File: src/rtl/fifo_uart_frame_streamer.sv
// Drains the capture FIFO into the UART after a full flag, serialising each
// sample MSB-first as raw bytes or uppercase ASCII hex, with line terminators.
module fifo_uart_frame_streamer #(
  parameter int         SAMPLE_W         = 3,
  parameter logic [7:0] TERM_BYTE        = 8'h0A,
  parameter int         SAMPLES_PER_LINE = 1,
  parameter int         CNT_W            = 16
) (
  input  logic                clk,
  input  logic                rst,
  input  logic                i_hex_mode,
  input  logic                i_fifo_wrfull,
  input  logic                i_fifo_rdempty,
  input  logic [SAMPLE_W-1:0] i_fifo_q,
  output logic                o_fifo_rdreq,
  input  logic                i_uart_txempty,
  output logic [7:0]          o_uart_tx_data,
  output logic                o_uart_ld_tx_data,
  output logic                o_uart_tx_enable,
  output logic                o_trig_syncrst,
  output logic                o_busy,
  output logic [CNT_W-1:0]    o_dump_count,
  output logic [3:0]          o_state_debug
);

  localparam int NB = (SAMPLE_W + 7) / 8;
  localparam int NH = (SAMPLE_W + 3) / 4;
  localparam int LW = $clog2(SAMPLES_PER_LINE + 1);

  typedef enum logic [3:0] {
    S_IDLE     = 4'd0,
    S_READ_REQ = 4'd1,
    S_LATCH    = 4'd2,
    S_WAIT_TX  = 4'd3,
    S_LOAD     = 4'd4,
    S_GAP      = 4'd5,
    S_NEXT     = 4'd6,
    S_DONE     = 4'd7
  } state_t;

  state_t            r_state;
  state_t            w_next_state;
  logic              r_hex;
  logic [31:0]       r_sample;
  logic [3:0]        r_byte_idx;
  logic [LW-1:0]     r_line_cnt;
  logic [CNT_W-1:0]  r_dump_count;
  logic              r_term_sent;
  logic [7:0]        r_tx_data;

  logic [31:0]       w_sample_ext;
  logic [3:0]        w_last_idx;
  logic              w_bytes_left;
  logic              w_line_full;
  logic              w_empty_term;
  logic              w_finish;

  // Byte k of a sample, most significant byte/nibble first.
  function automatic logic [7:0] f_byte(input logic [31:0] s, input logic [3:0] k,
                                        input logic hex);
    logic [31:0] sh;
    logic [3:0]  nib;
    if (hex) begin
      sh  = s >> (4 * (NH - 1 - int'(k)));
      nib = sh[3:0];
      f_byte = (nib < 4'd10) ? (8'h30 + {4'h0, nib}) : (8'h37 + {4'h0, nib});
    end else begin
      sh     = s >> (8 * (NB - 1 - int'(k)));
      f_byte = sh[7:0];
    end
  endfunction

  assign w_sample_ext = 32'(i_fifo_q);
  assign w_last_idx   = r_hex ? 4'(NH - 1) : 4'(NB - 1);
  assign w_bytes_left = !r_term_sent && (r_byte_idx != w_last_idx);
  assign w_line_full  = !r_term_sent && (r_line_cnt == LW'(SAMPLES_PER_LINE));
  assign w_empty_term = i_fifo_rdempty && !r_term_sent;
  assign w_finish     = i_fifo_rdempty && r_term_sent;

  always_ff @(posedge clk) begin
    if (rst) r_state <= S_IDLE;
    else     r_state <= w_next_state;
  end

  always_comb begin
    w_next_state      = r_state;
    o_fifo_rdreq      = 1'b0;
    o_uart_ld_tx_data = 1'b0;
    o_trig_syncrst    = 1'b0;
    case (r_state)
      S_IDLE:     if (i_fifo_wrfull) w_next_state = S_READ_REQ;
      S_READ_REQ: begin
        o_fifo_rdreq = 1'b1;
        w_next_state = S_LATCH;
      end
      S_LATCH:    w_next_state = S_WAIT_TX;
      S_WAIT_TX:  if (i_uart_txempty) w_next_state = S_LOAD;
      S_LOAD: begin
        o_uart_ld_tx_data = 1'b1;
        w_next_state      = S_GAP;
      end
      S_GAP:      w_next_state = S_NEXT;
      S_NEXT: begin
        if (w_bytes_left || w_line_full || w_empty_term) w_next_state = S_WAIT_TX;
        else if (w_finish)                               w_next_state = S_DONE;
        else                                             w_next_state = S_READ_REQ;
      end
      S_DONE: begin
        o_trig_syncrst = 1'b1;
        w_next_state   = S_IDLE;
      end
      default:    w_next_state = S_IDLE;
    endcase
  end

  // The next byte is staged whenever WAIT_TX is entered, so it stays stable while stalled.
  always_ff @(posedge clk) begin
    if (rst) begin
      r_hex        <= 1'b0;
      r_sample     <= '0;
      r_byte_idx   <= '0;
      r_line_cnt   <= '0;
      r_dump_count <= '0;
      r_term_sent  <= 1'b0;
      r_tx_data    <= '0;
    end else begin
      case (r_state)
        S_IDLE: begin
          if (i_fifo_wrfull) begin
            r_hex        <= i_hex_mode;
            r_dump_count <= '0;
            r_line_cnt   <= '0;
            r_term_sent  <= 1'b0;
          end
        end
        S_LATCH: begin
          r_sample    <= w_sample_ext;
          r_byte_idx  <= '0;
          r_term_sent <= 1'b0;
          r_line_cnt  <= r_line_cnt + LW'(1);
          r_tx_data   <= f_byte(w_sample_ext, 4'd0, r_hex);
          if (r_dump_count != {CNT_W{1'b1}}) r_dump_count <= r_dump_count + CNT_W'(1);
        end
        S_NEXT: begin
          if (w_bytes_left) begin
            r_byte_idx <= r_byte_idx + 4'd1;
            r_tx_data  <= f_byte(r_sample, r_byte_idx + 4'd1, r_hex);
          end else if (w_line_full || w_empty_term) begin
            r_line_cnt  <= '0;
            r_term_sent <= 1'b1;
            r_tx_data   <= TERM_BYTE;
          end
        end
        default: ;
      endcase
    end
  end

  assign o_uart_tx_data   = r_tx_data;
  assign o_uart_tx_enable = 1'b1;
  assign o_busy           = (r_state != S_IDLE);
  assign o_dump_count     = r_dump_count;
  assign o_state_debug    = r_state;

endmodule

File: config.mk
export PLATFORM = sky130hd
export DESIGN_NAME = fifo_uart_frame_streamer
export DESIGN_NICKNAME = d
export VERILOG_FILES = /design/src/rtl/fifo_uart_frame_streamer.sv
export SDC_FILE = /design/constraint.sdc
export NUM_CORES = 1
export LEC_CHECK = 0
export CAP_MARGIN = 10
export CELL_PAD_IN_SITES_DETAIL_PLACEMENT = 1
export CELL_PAD_IN_SITES_GLOBAL_PLACEMENT = 2
export CORE_MARGIN = 1
export CORE_UTILIZATION = 29
export CTS_CLUSTER_SIZE = 30
export DETAILED_ROUTE_END_ITERATION = 7
export PLACE_DENSITY = 0.89
export SKIP_CTS_REPAIR_TIMING = 1
export SLEW_MARGIN = 15
export SYNTH_ARGS = -nofsm -noshare
export SYNTH_HDL_FRONTEND = slang
export SYNTH_SLANG_ARGS = --single-unit
export TNS_END_PERCENT = 10
File: constraint.sdc
create_clock -name clk -period 2.15 [get_ports clk]
set_input_delay 0.43 -clock clk [delete_from_list [all_inputs] [get_ports clk]]
set_output_delay 0.43 -clock clk [all_outputs]
set_load 0.01 [all_outputs]
=== Word level (Yosys, flattened, before mapping) ===
Index checks and enable logic that the tools add are counted.

* Reductions and logical operators: 20
* Magnitude comparators: 2
* Equality and inequality tests: 15
* Shift operators: 2
* $add $sub $neg: 8
* Muxes and demuxes: 27

{| class="wikitable"
|+ Operator list
! operator !! number
|-
| 16-bit 2-to-1 mux || 2
|-
| 16-bit case mux with 2 select lines || 1
|-
| 3-bit by 32-bit right shift with 4-bit output || 1
|-
| 3-bit by 32-bit right shift with 8-bit output || 1
|-
| 4-bit case mux with 7 select lines || 1
|-
| 8-bit 2-to-1 mux || 3
|-
| 7-bit 2-to-1 mux || 3
|-
| 16-bit by 1-bit adder with 16-bit output, second input constant || 1
|-
| 4-bit by 3-bit equality test with 1-bit output, second input constant || 4
|-
| 16-bit != test, second input constant || 1
|-
| 8-bit case mux with 2 select lines || 1
|-
| 6-bit by 3-bit adder with 7-bit output, first input constant || 2
|-
| 6-bit by 4-bit adder with 7-bit output, first input constant || 2
|-
| 4-bit 2-to-1 mux || 3
|-
| 2-bit != test, second input constant || 6
|-
| 4-bit by 2-bit equality test with 1-bit output, second input constant || 2
|-
| 1-bit 2-to-1 mux || 8
|-
| 4-bit case mux with 2 select lines || 1
|-
| 2-bit AND reduction || 4
|-
| 4-bit nonzero test || 2
|-
| 3-bit 2-to-1 mux || 2
|-
| 1-bit case mux with 3 select lines || 2
|-
| 1-bit by 4-bit subtractor with 5-bit output, first input constant || 1
|-
| 4-bit by 1-bit adder with 4-bit output, second input constant || 1
|-
| 13 further kinds || 19
|}

* Flip-flop bits (word level): 38
* Output and inout bits: 33
* Input bits: 9
* Word-level logic and storage cells: 82

=== Logic depth before layout (Yosys ltp) ===
Gate-level depths: netlist (run 1).

* Depth in word-level cells: 8
* Mapped depth: 7
* Mapped depth without buffers: 6

=== Least setup slack after synthesis (run 1) ===
No wires, ideal clock.

* Kind: flip-flop to flip-flop
* Start point: register r_state[1], in the netlist o_state_debug[1]
* End point: register r_dump_count[8], in the netlist o_dump_count[8]
* Required time: 2.080 ns
* Arrival: 1.715 ns
* Path buffers: 2
* Setup time: 0.070 ns
* Slack: 0.364 ns
* Cell stages (with the launch flop): 7
* Clock period less this slack: 1.786 ns
* Cells stage by stage: dfxtp_1 buf_6 nor3b_4 nand3_2 buf_6 or4_1 a21oi_1

* Longest elaborated chain between the ends: 3
* Elaborated cells between the ends (all ways): 7
* Those cells by class: eq/ne: 3; mux: 1; reduce/logical: 3

{| class="wikitable"
|+ RTL lines
! what !! RTL line !! source
|-
| start, declared || 41 || <nowiki>state_t r_state;</nowiki>
|-
| start signal, assigned || 82 || <nowiki>else r_state <= w_next_state;</nowiki>
|-
| 4-bit by 2-bit equality test with 1-bit output or 4-bit zero test (tied branches) || 127 || <nowiki>case (r_state)</nowiki>
|-
| 2-bit != test (no line) or 2-bit nonzero test (tied branches) || - ||
|-
| 3-bit AND reduction (no line) || - ||
|-
| end signal, assigned || 142 || <nowiki>if (r_dump_count != {CNT_W{1'b1}}) r_dump_count <= r_dump_count + CNT_W'(1);</nowiki>
|-
| end, declared || 47 || <nowiki>logic [CNT_W-1:0] r_dump_count;</nowiki>
|}

Parallel ways exist; a longest one is shown, timed or not.
A chain may end at the register's enable or synchronous reset.

=== Worst setup path after layout (run 1) ===
* Start point: register r_state[2], in the netlist o_state_debug[2]
* End point: output port o_busy

* Longest elaborated chain between the ends: 1

{| class="wikitable"
|+ RTL lines
! what !! RTL line !! source
|-
| 4-bit nonzero test || 161 || <nowiki>assign o_busy = (r_state != S_IDLE);</nowiki>
|-
| end, declared || 21 || <nowiki>output logic o_busy,</nowiki>
|}

Every way passes these cells.

==> run metrics, run 1 <==
crit path to=o_busy; die area=7040 um2; DP Wirelength=4390 um; DRC=4; synth cell count leaders=dfxtp_1, a21oi_1, nand2_1, nor2_1, nand3_1; ANT cells=0; initial core utilization=0.303; crit share post-route=0.967; Startpoint Class=flop; gr usage total=0.177; hold path start=r_sample[2]; required time worst endpoint=1720 ps; failing checks=DRC; Internal=1120 uW; Synth cell types=50; Area growth, synth to finish=32.3%; launching point of the worst reg2reg path=r_byte_idx[0]; post-route ant nets=0; cell type with the highest aggregate area in the netlist=dfxtp_1; Async S/R FF share, synth=0; worst hold slack=460 ps; Nets=299; Root Buffer=clkbuf_8; via/cell ratio=5.52; Max-Cap Viols=0; Leak=0.000866 uW; Area contributors post-synth=dfxtp_1, a21oi_1, nand2_1, or4_1, nor2_1; initial antenna violation count=0; CP Class=flop to primary output; Yosys reg bits=34; first-pass GRT wire length=10100 um; routed vias=2008; Clock Path Buffers=2; final setup skew=8.89 ps; Core Area=6420 um2; top_reg_cell synth=dfxtp_1; top-count cell post-synth=dfxtp_1; max-slew violations=0; outcome=finished with violations; IO Pins=42; chip height=83.9 um; YS warnings=0; Mapped Avg Cell Area=8.17 um2; R2R Setup Slk=200 ps; Hold Fails Final Rpt=0; Clk Latency, worst-skew pair=290 ps; Post-Syn Area=1950 um2; sequential share of power=0.446; layout cell share with drive strength beyond 1=0.129; wire length per cell=16.2 um; CP Capture Type=primary output; pin count of the biggest net entering global routing=21; placed cell areas=2460 um2; CTS tree=yes; Switching Share=0.271; clk sinks=34; CTS Buf Count=5; post-layout min period=2080 ps; Die W=83.9 um; H-tree depth=2; DRT iter0 DRCs=78; DRT Pass-1 Iters=8; number of flops mapped to enable cells by yosys=0; Fmax=0.481 GHz; area fraction of the dominant cell type after synthesis=0.350; clk slew on worst S/H paths=80 ps; Rows=29; final setup TNS=0 ps; Critical Path Start=o_state_debug[2]; sequential area share after synthesis=0.350; I/O Buffers=37; Hold Path Class=flop to flop; reg2reg path depth=6; Crit Path Max Fanout=8; P_sw=414 uW; reg2reg end=o_uart_tx_data[2]; Setup-failing EPs final=0; clock group share of total power=0.372; Max VDD drop=235 uV; Synth Instances=238; global route total overflow=0; combinational share of power=0.182; GP Congestion=0.790; vias in the first global route=2021; pwr/cell area=594 nW/um2; Critical Path AT=1650 ps; post-route cell area=2570 um2; DRT Wirelength=5900 um; RSZ-0062 raised after global routing=yes
-- registers in the layout, indices dropped and copies added, names as in the netlist --
| signal | cells |
|---|---|
| o_dump_count | 16 |
| o_state_debug | 3 |
| o_uart_tx_data | 5 |
| r_byte_idx | 4 |
| r_hex | 1 |
| r_line_cnt | 1 |
| r_sample | 3 |
| r_term_sent | 1 |
-- metrics by stage --
step / power (uW) / instances / util / worst slack [ps]
after detailed placement: 975 / 356 / 0.383 / 22.0
final: 1530 / 364 / 0.401 / 71.3
after global placement: 969 / 356 / 0.383 / 89.0
after global routing: 1610 / 364 / 0.401 / -0.740
after floorplan: 845 / 240 / - / 364
after CTS: 1540 / 364 / 0.400 / 15.7
-- worst min path at each step --
| stage | slack (ps) | depth (start not counted) | to |
|---|---|---|---|
| after global routing | 480 | 2 | r_sample[1] |
| after detailed placement | 450 | 2 | r_sample[1] |
| after global placement | 440 | 2 | r_sample[1] |
| final | 460 | 2 | r_sample[2] |
| after floorplan | 440 | 2 | r_sample[0] |
| after CTS | 460 | 2 | r_sample[1] |
-- per-layer routing --
layer / up-vias / routed length (um) / GRT usage
met1: 987 / 2910 / 0.239
met5: - / 0 / 0
met3: 4 / 130 / 0.0267
met2: 35 / 2810 / 0.288
met4: 0 / 38 / 0.0564
li1: 982 / - / -
-- cells by family after synthesis --
kind of cell               after synthesis  synth area share
AOI/OAI and AO/OA                       68             0.223
xor gates and xnor gates                 1           0.00450
adders and majority gates                4            0.0257
buffers and inverters                   23            0.0630
DFF                                     34             0.350
muxes                                    5            0.0264
other                                    2           0.00386
and+or+nand+nor                        101             0.304
-- cells in the final DEF (no fill, tap or decap), types with 5 or more instances in the layout --
cell / instances
a21oi_1: 28
nand4_1: 5
nand2_1: 24
o31ai_1: 7
clkdlybuf4s50_1: 37
o211ai_1: 5
nand3_1: 10
o21ai_0: 8
clkbuf_8: 8
nor3_1: 8
or3_1: 6
dfxtp_1: 33
or4_1: 8
inv_1: 6
buf_4: 18
nor2_1: 15
-- cell type report --
type | count | area [um2]
repair buffers | 55 | 505
clock buffers | 8 | 110
fillers | 767 | 3850
multi-input cells | 183 | 1150
flip-flops and latches | 34 | 682
well taps | 77 | 96.3
inverters | 7 | 26.3
-- worst max-delay path, cell delays in order, from the launching register on --
cell and delay (ps):
dfxtp_1 330, buf_4 180, nor3_1 260, inv_1 100, clkdlybuf4s50_1 490
-- power groups by stage --
stage	Sequential, uW	Clock (uW)	Combinational, uW
2_1_floorplan	695	0	150
3_3_place_gp	696	0	273
3_5_place_dp	696	0	279
4_1_cts	682	582	281
5_1_grt	686	614	308
6_report	682	568	278
No activity file was read; power rests on OpenSTA's default activity.
==> inputs of run 2 (changes only) <==
--- a/config.mk
+++ b/config.mk
@@ -5,7 +5,7 @@
 export SDC_FILE = /design/constraint.sdc
 export NUM_CORES = 1
 export LEC_CHECK = 0
-export CAP_MARGIN = 10
+export CAP_MARGIN = 20
 export CELL_PAD_IN_SITES_DETAIL_PLACEMENT = 1
 export CELL_PAD_IN_SITES_GLOBAL_PLACEMENT = 2
 export CORE_MARGIN = 1
==> results of run 2 <==
The final DEF is identical to that of run 1; final timing and power are the same.
